**src/rtl/cpu_pkg.sv**
```systemverilog
// Shared constants for the MIPS datapath.
// Load-size encodings and the datapath width.
package cpu_pkg;

    localparam int DATA_W = 32;

    localparam logic [1:0] LS_WORD = 2'b00;
    localparam logic [1:0] LS_HALF = 2'b01;
    localparam logic [1:0] LS_BYTE = 2'b10;

endpackage

```
**src/rtl/load_formatter.sv**
```systemverilog
// Load data formatter: picks the byte/half lane and extends it.
// Little-endian lanes; size 2'b11 behaves as a word load.
module load_formatter
    import cpu_pkg::*;
(
    input  logic [DATA_W-1:0] read_data,
    input  logic [1:0]        off,
    input  logic [1:0]        load_size,
    input  logic              load_unsigned,
    output logic [DATA_W-1:0] load_fmt
);

    logic [7:0]  byte_lane;
    logic [15:0] half_lane;
    logic        ext_bit;

    always_comb begin
        byte_lane = read_data[7:0];
        case (off)
            2'd0: byte_lane = read_data[7:0];
            2'd1: byte_lane = read_data[15:8];
            2'd2: byte_lane = read_data[23:16];
            2'd3: byte_lane = read_data[31:24];
            default: byte_lane = read_data[7:0];
        endcase
    end

    // off[0] is deliberately ignored for halfwords.
    assign half_lane = off[1] ? read_data[31:16] : read_data[15:0];

    always_comb begin
        load_fmt = read_data;
        ext_bit  = 1'b0;
        case (load_size)
            LS_HALF: begin
                ext_bit  = ~load_unsigned & half_lane[15];
                load_fmt = {{16{ext_bit}}, half_lane};
            end
            LS_BYTE: begin
                ext_bit  = ~load_unsigned & byte_lane[7];
                load_fmt = {{24{ext_bit}}, byte_lane};
            end
            default: load_fmt = read_data;
        endcase
    end

endmodule

```
**src/rtl/writeback_select.sv**
```systemverilog
// Write-back source select with a registered trace copy.
// WriteData_reg is combinational and feeds the register file directly.
module writeback_select #(
    parameter int DATA_W = cpu_pkg::DATA_W
) (
    input  logic              clk,
    input  logic              reset,
    input  logic [DATA_W-1:0] read_data,
    input  logic [DATA_W-1:0] ALU_result,
    input  logic              memtoreg,
    input  logic              link,
    input  logic [DATA_W-1:0] pc_plus4,
    input  logic [1:0]        load_size,
    input  logic              load_unsigned,
    input  logic              valid_in,
    output logic [DATA_W-1:0] WriteData_reg,
    output logic [DATA_W-1:0] wb_data_q,
    output logic              wb_valid_q
);

    logic [DATA_W-1:0] load_fmt;
    logic [DATA_W-1:0] wb_data_d;
    logic              wb_valid_d;

    load_formatter u_fmt (
        .read_data     (read_data),
        .off           (ALU_result[1:0]),
        .load_size     (load_size),
        .load_unsigned (load_unsigned),
        .load_fmt      (load_fmt)
    );

    // if/else chain keeps unknowns on unselected sources out of the result.
    always_comb begin
        if (link) begin
            WriteData_reg = pc_plus4;
        end else if (memtoreg) begin
            WriteData_reg = load_fmt;
        end else begin
            WriteData_reg = ALU_result;
        end
    end

    always_comb begin
        wb_data_d  = WriteData_reg;
        wb_valid_d = valid_in;
        if (reset) begin
            wb_data_d  = '0;
            wb_valid_d = 1'b0;
        end
    end

    always_ff @(posedge clk) begin
        wb_data_q  <= wb_data_d;
        wb_valid_q <= wb_valid_d;
    end

endmodule

```
**config.mk**
```make
export PLATFORM = sky130hd
export DESIGN_NAME = writeback_select
export DESIGN_NICKNAME = d
export VERILOG_FILES = /design/src/rtl/cpu_pkg.sv /design/src/rtl/load_formatter.sv /design/src/rtl/writeback_select.sv
export SDC_FILE = /design/constraint.sdc
export NUM_CORES = 1
export LEC_CHECK = 0
export ABC_AREA = 1
export BUFFER_PORTS_ARGS = -buffer_cell sky130_fd_sc_hd__buf_2
export CAP_MARGIN = 5
export CORE_ASPECT_RATIO = 0.6
export CORE_MARGIN = 2
export CORE_UTILIZATION = 41
export CTS_CLUSTER_SIZE = 40
export DETAILED_ROUTE_END_ITERATION = 7
export HOLD_SLACK_MARGIN = 0.06
export PLACE_DENSITY = 0.79
export SKIP_LAST_GASP = 1
export SLEW_MARGIN = 40
export SYNTH_ARGS = -nofsm -noshare
export SYNTH_HDL_FRONTEND = slang
export SYNTH_SLANG_ARGS = --single-unit
```
**constraint.sdc**
```tcl
create_clock -name clk -period 2.05 [get_ports clk]
set_input_delay 0.41 -clock clk [delete_from_list [all_inputs] [get_ports clk]]
set_output_delay 0.41 -clock clk [all_outputs]
set_load 0.05 [all_outputs]
```
==> flow_summary.json, run 1 <==
{
  "cts_tree": "done",
  "syn_avg_cell_area_um2": 6.21,
  "failed_checks": "setup timing",
  "ir_drop_mv": 0.422,
  "layout_min_cycle_time_ps": 2140,
  "grt_usage": 0.285,
  "start_util": 0.420,
  "cp_common_cell": "nand2_1",
  "post-route-util": 0.767,
  "startpoint_type": "input pin",
  "fin_ws_ps": -93.7,
  "io_buffers": 168,
  "crit_path_end_kind": "primary output",
  "fin_setup_tns_ps": -309,
  "grt_pass1_wl_um": 14200,
  "grt_antenna_before_repair": 0,
  "firstDrtPassIters": 5,
  "p_per_area_nw_per_um2": 601,
  "maxSlewHeadroom": 0.570,
  "rsz0062_at_grt": "yes",
  "htreeDepth": 2,
  "yosys-top-cells-count": "nand2_1 (112), inv_1 (47), nor2_1 (37)",
  "synth_flop_cell": "dfxtp_1",
  "criticalPathCategory": "input pin to primary output",
  "rows": 21,
  "cp_max_fo": 17,
  "tightest_slew_ps": 645,
  "ctsLongestPathBuffers": 2,
  "synth_area_leader_cell": "dfxtp_1",
  "grt_pass1_vias": 3077,
  "path_buf_inv": 5,
  "status": "finished with violations",
  "critPathMaxStageDelay_ps": 310,
  "netlist_area_um2": 2310,
  "area_delta_synth_final_pct": 82.8,
  "drv_slew": 0,
  "synthCells": 373,
  "grt_max_degree": 34,
  "leakage_nw": 2.23,
  "synth_seq_area_share": 0.285,
  "ys_ff_latch": 33,
  "drt-initial-drc-count": 192,
  "nets": 677,
  "cp_slowest_cell": "a221oi_1",
  "numCtsBuffers": 5,
  "path_clk_slew_ps": 70,
  "coreArea_um2": 5520,
  "wl_per_cell_um": 15.1,
  "dpl.hpwl_um": 6880,
  "setup_violations": 12,
  "drc": 0,
  "fin_hold_ws_ps": 358,
  "vias": 3290,
  "gp_congestion": 0.942,
  "n_antenna_cell": 0,
  "timing.final.hold_violations": 0,
  "placed_area_um2": 3630,
  "holdBufCountCts": 0,
  "power_w": 0.00254,
  "yosys_warnings": 0,
  "crit_path_cell_trace": "buf_8 -> clkinv_4 -> ha_4 -> nand2_8 -> inv_16 -> a221oi_1 -> nand2_1 -> nand2_1 -> inv_1 -> buf_6",
  "max-cap-violations": 0,
  "die_x_um": 101,
  "fp.dieH_um": 62.2,
  "max_freq_mhz": 466,
  "antenna_left": 0,
  "wirelength_um": 9650,
  "netlist.area_leader.share": 0.285,
  "dieArea_um2": 6280,
  "overflow": 0,
  "cts.sinks": 33,
  "crit_family": "buffers and inverters",
  "critical_path_required_ps": 1640,
  "synth-edff-count": 0,
  "syn_nets": 479,
  "cts-root-buf": "clkbuf_8",
  "async_flop_share": 0,
  "final_area_um2": 4230,
  "synth_cell_type_count": 25,
  "synth.area.top_cells": "dfxtp_1 (29%), nand2_1 (18%), inv_1 (7.6%), a21oi_1 (7.4%), or2_2 (7.0%)",
  "io_pins": 169,
  "via_per_inst": 5.13,
  "drive_gt1_frac": 0.596,
  "hold_class": "input pin to flip-flop",
  "min_period_over_period": 1.05,
  "crit_arrival_ps": 1730,
  "yosysMostFrequentCell": "nand2_1"
}
power by group:
group / switching [W] / internal (W)
sequential: 0.0000113 / 0.000691
clock: 0.000249 / 0.000236
combinational: 0.000862 / 0.000494
what timing repair did:
| action | 4_1_cts | 5_1_grt |
|---|---|---|
| gates resized for setup | 71 | 73 |
| setup buffers | 2 | 2 |
| pin swaps | 9 | 23 |
| setup endpoints to repair | 32 | 32 |
| cloned | 1 | 0 |
layout by cell type (no fill, tap or decap), types with 2 or more instances in the layout:
cell	n
clkbuf_8	5
nand3_2	2
nand2_2	28
o21ai_1	7
a221oi_1	3
or2_2	26
o21ai_0	3
buf_6	27
o221a_2	4
a21oi_1	24
clkinvlp_4	10
inv_1	29
a221oi_2	7
o21ai_2	2
dfxtp_1	33
clkinv_2	2
buf_8	4
nand2_1	84
nor2_1	36
inv_2	7
inv_4	2
buf_4	44
buf_12	4
buf_2	134
a221oi_4	6
a21oi_2	10
o221ai_1	5
nand3_4	3
nand3_1	6
nand2_4	3
sequential cells by signal, indices dropped and copies added, names as in the netlist:
register,count
wb_data_q,32
wb_valid_q,1
routing by layer:
metal	routed length [µm]	part of all wire	GRT usage
met5	0	0	0
met4	138	0.014	0.0726
met3	838	0.087	0.0800
met2	4590	0.47	0.485
met1	4090	0.42	0.355
through the flow:
step	std cells	setup WS, ps
final	641	-93.7
after global routing	641	-160
after CTS	639	-42.0
after detailed placement	628	-180
after global placement	628	-128
after floorplan	373	-7.34
cell type report:
| type | count | area (µm²) |
|---|---|---|
| Clock buffer | 6 | 72.6 |
| Clock inverter | 2 | 10.0 |
| Fill cell | 403 | 1290 |
| Inverter | 50 | 251 |
| Multi-Input combinational cell | 267 | 1700 |
| Sequential cell | 33 | 661 |
| Tap cell | 69 | 86.3 |
| Timing Repair Buffer | 214 | 1450 |
kinds of logic (layout without fill, tap and decap cells):
kind of cell | Yosys count | after routing | share of synthesized area
AO/OA/AOI/OAI | 74 | 74 | 0.211
adder cells (fa/ha/maj) | 2 | 2 | 0.0108
buffers and inverters | 74 | 272 | 0.136
AND/OR/NAND/NOR | 190 | 191 | 0.357
flip-flops | 33 | 33 | 0.285
worst paths after layout:
check          from               endpoint  slack, ps  cells past startpoint
max    load_size[0]      WriteData_reg[18]        -90                     10
min        valid_in  wb_valid_q$_SDFF_PP0_        360                      3
No activity file was read; power rests on OpenSTA's default activity.
==> run 2: changes to the inputs <==
--- a/config.mk
+++ b/config.mk
@@ -6,7 +6,7 @@
 export NUM_CORES = 1
 export LEC_CHECK = 0
 export ABC_AREA = 1
-export BUFFER_PORTS_ARGS = -buffer_cell sky130_fd_sc_hd__buf_2
+export BUFFER_PORTS_ARGS = -buffer_cell sky130_fd_sc_hd__buf_4
 export CAP_MARGIN = 5
 export CORE_ASPECT_RATIO = 0.6
 export CORE_MARGIN = 2
==> run 2 against run 1 <==
Cell count is 1.1% lower. Via count down 1.3%. The flow still finishes with violations (setup timing). Die area unchanged. Routed wire length increased by 1.4%. Utilization rose by 6.5 points. Critical path type unchanged.
==> flow_summary.json, run 2 (same netlist as run 1, synthesis figures left out) <==
{
  "path_buf_inv": 5,
  "wirelength_um": 9790,
  "numCtsBuffers": 5,
  "overflow": 0,
  "grt_max_degree": 34,
  "maxSlewHeadroom": 0.736,
  "dpl.cell_count": 620,
  "largest_register_ff_count": 32,
  "crit_arrival_ps": 1710,
  "gp_congestion": 0.916,
  "ir_drop_mv": 0.401,
  "grt_antenna_before_repair": 0,
  "drt-initial-drc-count": 169,
  "pre_cts_slack_ps": -111,
  "io_buffers": 168,
  "grt_usage": 0.298,
  "criticalPathCategory": "input pin to primary output",
  "critical_path_required_ps": 1640,
  "drc": 0,
  "final_cell_mix": "buf_4 (170), nand2_1 (82), nor2_1 (36)",
  "worstHoldPathCells": 3,
  "ctsLongestPathBuffers": 2,
  "path_clk_slew_ps": 70,
  "grt_pass1_wl_um": 14800,
  "regMostFlops": "wb_data_q",
  "fin_hold_ws_ps": 320,
  "rows": 21,
  "fp.dieH_um": 62.2,
  "reg_top3": "wb_data_q (32), wb_valid_q (1)",
  "vias": 3247,
  "coreArea_um2": 5520,
  "cp_common_cell": "nand2_2",
  "min_period_over_period": 1.04,
  "failed_checks": "setup timing",
  "cts.sinks": 33,
  "grt_pass1_vias": 3104,
  "startpoint_type": "input pin",
  "firstDrtPassIters": 4,
  "leakage_nw": 2.33,
  "cp_slowest_cell": "nand3_4",
  "cts_tree": "done",
  "area_delta_synth_final_pct": 98.2,
  "status": "finished with violations",
  "critPathMaxStageDelay_ps": 180,
  "drive_gt1_frac": 0.577,
  "setup_violations": 14,
  "crit_path_end_kind": "primary output",
  "start_util": 0.420,
  "final_common_cell": "buf_4",
  "cp_max_fo": 8,
  "nets": 670,
  "dieArea_um2": 6280,
  "rsz0062_at_grt": "yes",
  "p_per_area_nw_per_um2": 608,
  "die_x_um": 101,
  "antenna_left": 0,
  "worstHoldStart": "valid_in",
  "max-cap-violations": 0,
  "via_per_inst": 5.12,
  "io_pins": 169,
  "dpl.hpwl_um": 7070,
  "fin_ws_ps": -73.3,
  "crit_family": "simple AND/OR/NAND/NOR gates",
  "max_freq_mhz": 471,
  "hold_class": "input pin to flip-flop",
  "drv_slew": 0,
  "holdPathEnd": "wb_valid_q$_SDFF_PP0_",
  "holdBufCountCts": 0,
  "timing.final.hold_violations": 0,
  "tightest_slew_ps": 396,
  "instances_no_fill": 634,
  "cts-root-buf": "clkbuf_8",
  "htreeDepth": 2,
  "wl_per_cell_um": 15.4,
  "layout_min_cycle_time_ps": 2120,
  "n_antenna_cell": 0,
  "crit_path_cell_trace": "buf_8 -> inv_6 -> ha_4 -> inv_4 -> a21oi_4 -> nand2_2 -> nand2_4 -> nand3_4 -> nand2_2 -> nand2_2 -> clkinvlp_4 -> buf_8"
}
[run 2: what timing repair did]
item / in CTS / in global routing
endpoints found under the setup margin: 30 / 32
resized for setup: 62 / 46
gates cloned: 3 / 0
setup buffers: 1 / 2
pin swaps: 19 / 9
[run 2: cell type report]
| type | count | area [µm²] |
|---|---|---|
| inverters | 50 | 245 |
| multi-input cells | 267 | 1740 |
| repair buffers | 205 | 1710 |
| repair inverters | 2 | 20.0 |
| fillers | 343 | 931 |
| clock buffers | 7 | 86.3 |
| flip-flops and latches | 33 | 661 |
| well taps | 69 | 86.3 |
| clock inverters | 1 | 30.0 |
[run 2: worst max-delay path by stage]
| stage | from | endpoint | slack (ps) | cells past startpoint |
|---|---|---|---|---|
| 4_1_cts | load_size[0] | WriteData_reg[27] | -30 | 10 |
| 3_5_place_dp | load_size[1] | WriteData_reg[22] | -110 | 8 |
| 2_1_floorplan | load_size[1] | WriteData_reg[22] | -7 | 9 |
| 5_1_grt | load_size[0] | WriteData_reg[29] | -140 | 12 |
| 6_report | load_size[0] | WriteData_reg[29] | -70 | 12 |
| 3_3_place_gp | load_size[1] | WriteData_reg[21] | -70 | 8 |
[run 2: metal layers]
metal	track usage	up-vias	part of all wire
met5	0	-	0
met4	0.0676	0	0.010
met3	0.0743	11	0.10
met2	0.495	164	0.46
met1	0.390	1487	0.43
li1	-	1585	-
[run 2: per-stage QoR]
step	setup TNS, ps	power [W]	util	instance area (µm²)
floorplan	-7.34	0.00149	-	2470
global placement	-1160	0.00195	0.719	3970
detailed placement	-1960	0.00197	0.719	3970
CTS	-189	0.00271	0.793	4380
global route	-2120	0.00291	0.831	4590
finish	-583	0.00279	0.831	4590
[run 2: power by group]
group | leakage (nW) | switching (W) | internal, W | total, W
Sequential | 0.275 | 0.0000132 | 0.000691 | 0.000704
Clock | 0.0585 | 0.000252 | 0.000397 | 0.000648
Combinational | 2.00 | 0.000863 | 0.000572 | 0.00144
==> run 3: changes to the inputs <==
--- a/config.mk
+++ b/config.mk
@@ -14,6 +14,7 @@
 export CTS_CLUSTER_SIZE = 40
 export DETAILED_ROUTE_END_ITERATION = 7
 export HOLD_SLACK_MARGIN = 0.06
+export MAX_ROUTING_LAYER = met4
 export PLACE_DENSITY = 0.79
 export SKIP_LAST_GASP = 1
 export SLEW_MARGIN = 40
==> run 3 against run 2 <==
First-iteration DRC count up 24%. Clock power down 23%. Utilization up 0.91 points. Combinational power about the same. Global-route usage up 1.8 points. Clock-buffer cell count down 1. Power down 4.0%. Largest cell class unchanged. Critical path depth down 3. Design area up 1.1%. Via count up 4.5%. Hold slack better by 19 ps. Worst setup slack worse by 51 ps. The flow still finishes with violations (setup timing).
==> flow_summary.json, run 3 (same netlist as run 1, synthesis figures left out) <==
{
  "fillers": 336,
  "maxSlewHeadroom": 0.751,
  "regMostFlops": "wb_data_q",
  "seq_area_um2": 661,
  "largest_register_ff_count": 32,
  "fin_setup_tns_ps": -879,
  "worstSetupStartpoint": "load_size[1]",
  "cts-root-buf": "clkbuf_8",
  "crit_path_cell_trace": "buf_8 -> ha_4 -> nand2_8 -> inv_8 -> a221oi_2 -> nand2_1 -> nand2_2 -> clkinvlp_4 -> buf_6",
  "crit_cells": 9,
  "firstDrtPassIters": 5,
  "dieArea_um2": 6280,
  "layout_min_cycle_time_ps": 2170,
  "start_util": 0.420,
  "grt_antenna_before_repair": 0,
  "max_freq_mhz": 460,
  "wirelength_um": 10600,
  "crit_arrival_ps": 1760,
  "io_buffers": 168,
  "min_period_over_period": 1.06,
  "htreeDepth": 2,
  "drv_slew": 0,
  "drc": 0,
  "post-route-util": 0.840,
  "dpl.hpwl_um": 7230,
  "critical_path_required_ps": 1640,
  "criticalPathCategory": "input pin to primary output",
  "fp.dieH_um": 62.2,
  "ir_drop_mv": 0.389,
  "crit_path_end_kind": "primary output",
  "n_antenna_cell": 0,
  "cts.sinks": 33,
  "numCtsBuffers": 5,
  "ctsLongestPathBuffers": 2,
  "startpoint_type": "input pin",
  "final_area_um2": 4640,
  "io_pins": 169,
  "drive_gt1_frac": 0.588,
  "reg_top3": "wb_data_q (32), wb_valid_q (1)",
  "critPathMaxStageDelay_ps": 280,
  "hold_class": "input pin to flip-flop",
  "overflow": 0,
  "via_per_inst": 5.29,
  "failed_checks": "setup timing",
  "final_common_cell": "buf_4",
  "crit_family": "buffers and inverters",
  "area_delta_synth_final_pct": 100,
  "worstHoldStart": "valid_in",
  "holdBufCountCts": 0,
  "grt_pass1_vias": 3219,
  "rsz0062_at_grt": "yes",
  "setup_violations": 22,
  "max-cap-violations": 0,
  "path_buf_inv": 4,
  "rows": 21,
  "placed_area_um2": 3980,
  "path_clk_slew_ps": 80,
  "grt_max_degree": 34,
  "wl_per_cell_um": 16.6,
  "vias": 3393,
  "grt_pass1_wl_um": 15200,
  "power_w": 0.00267,
  "nets": 678,
  "coreArea_um2": 5520,
  "cp_max_fo": 8,
  "fin_hold_ws_ps": 339,
  "antenna_left": 0,
  "gp_congestion": 0.956,
  "cts_tree": "done",
  "multiInputGateArea_um2": 1790,
  "final_cell_mix": "buf_4 (187), nand2_1 (81), nor2_1 (36)",
  "crit_end": "WriteData_reg[22]",
  "p_per_area_nw_per_um2": 577,
  "fin_ws_ps": -124,
  "die_x_um": 101,
  "grt_usage": 0.316,
  "status": "finished with violations",
  "cp_slowest_cell": "ha_4",
  "drt-initial-drc-count": 209,
  "timing.final.hold_violations": 0,
  "leakage_nw": 2.36,
  "tightest_slew_ps": 373
}
run 3: cell types whose count changed in the layout (fill, tap and decap cells not counted), moves of 2 or more:
cell,before,now
inv_1,34,32
o21ai_2,2,0
clkinv_2,0,2
buf_4,170,187
buf_8,7,11
a21oi_2,2,5
buf_6,26,14
a21oi_1,32,29
nand2_2,29,25
nand2_4,4,9
run 3: worst min-delay path, delay by kind of cell:
kind,cells,cell delay [ps]
buf+inv,2,100
simple gates,1,70
run 3: timing repair:
action,in CTS,in global routing
pin swaps,24,25
buffers inserted,6,2
setup endpoints to repair,31,32
resized for setup,62,53
gates cloned,3,0
run 3: cell type report:
| cell class | count | share of cell area |
|---|---|---|
| sequential | 33 | 0.142 |
| timing repair buffer | 213 | 0.377 |
| tap | 69 | 0.0186 |
| inverter | 50 | 0.0542 |
| timing repair inverter | 2 | 0.00486 |
| clock buffer | 6 | 0.0157 |
| multi-input combinational | 267 | 0.385 |
| clock inverter | 2 | 0.00216 |
run 3: worst min path at each step:
stage | end | slack, ps | depth (start not counted)
global route | wb_valid_q$_SDFF_PP0_ | 360 | 3
finish | wb_valid_q$_SDFF_PP0_ | 340 | 3
global placement | wb_valid_q$_SDFF_PP0_ | 610 | 3
CTS | wb_valid_q$_SDFF_PP0_ | 340 | 3
detailed placement | wb_valid_q$_SDFF_PP0_ | 640 | 3
floorplan | wb_valid_q$_SDFF_PP0_ | 520 | 2
run 3: per-layer routing:
metal / routed length (µm) / vias up / track usage / share of wire
met3: 1140 / 16 / 0.0664 / 0.11
met5: 0 / - / - / 0
met1: 4270 / 1562 / 0.402 / 0.40
met4: 164 / 0 / 0.0625 / 0.015
li1: - / 1598 / - / -
met2: 5050 / 217 / 0.523 / 0.48
run 3: where the power goes:
part | total, W | internal (W) | leakage [nW] | switching [W]
Combinational | 0.00147 | 0.000587 | 2.04 | 0.000888
Clock | 0.000496 | 0.000236 | 0.0450 | 0.000260
Sequential | 0.000704 | 0.000691 | 0.275 | 0.0000132
Total | 0.00267 | 0.00151 | 2.36 | 0.00116
run 3: per-stage QoR:
stage,instances,setup WS (ps)
after global placement,623,-77.5
after floorplan,373,-7.34
after CTS,640,-35.8
after detailed placement,623,-122
after global routing,642,-169
final,642,-124
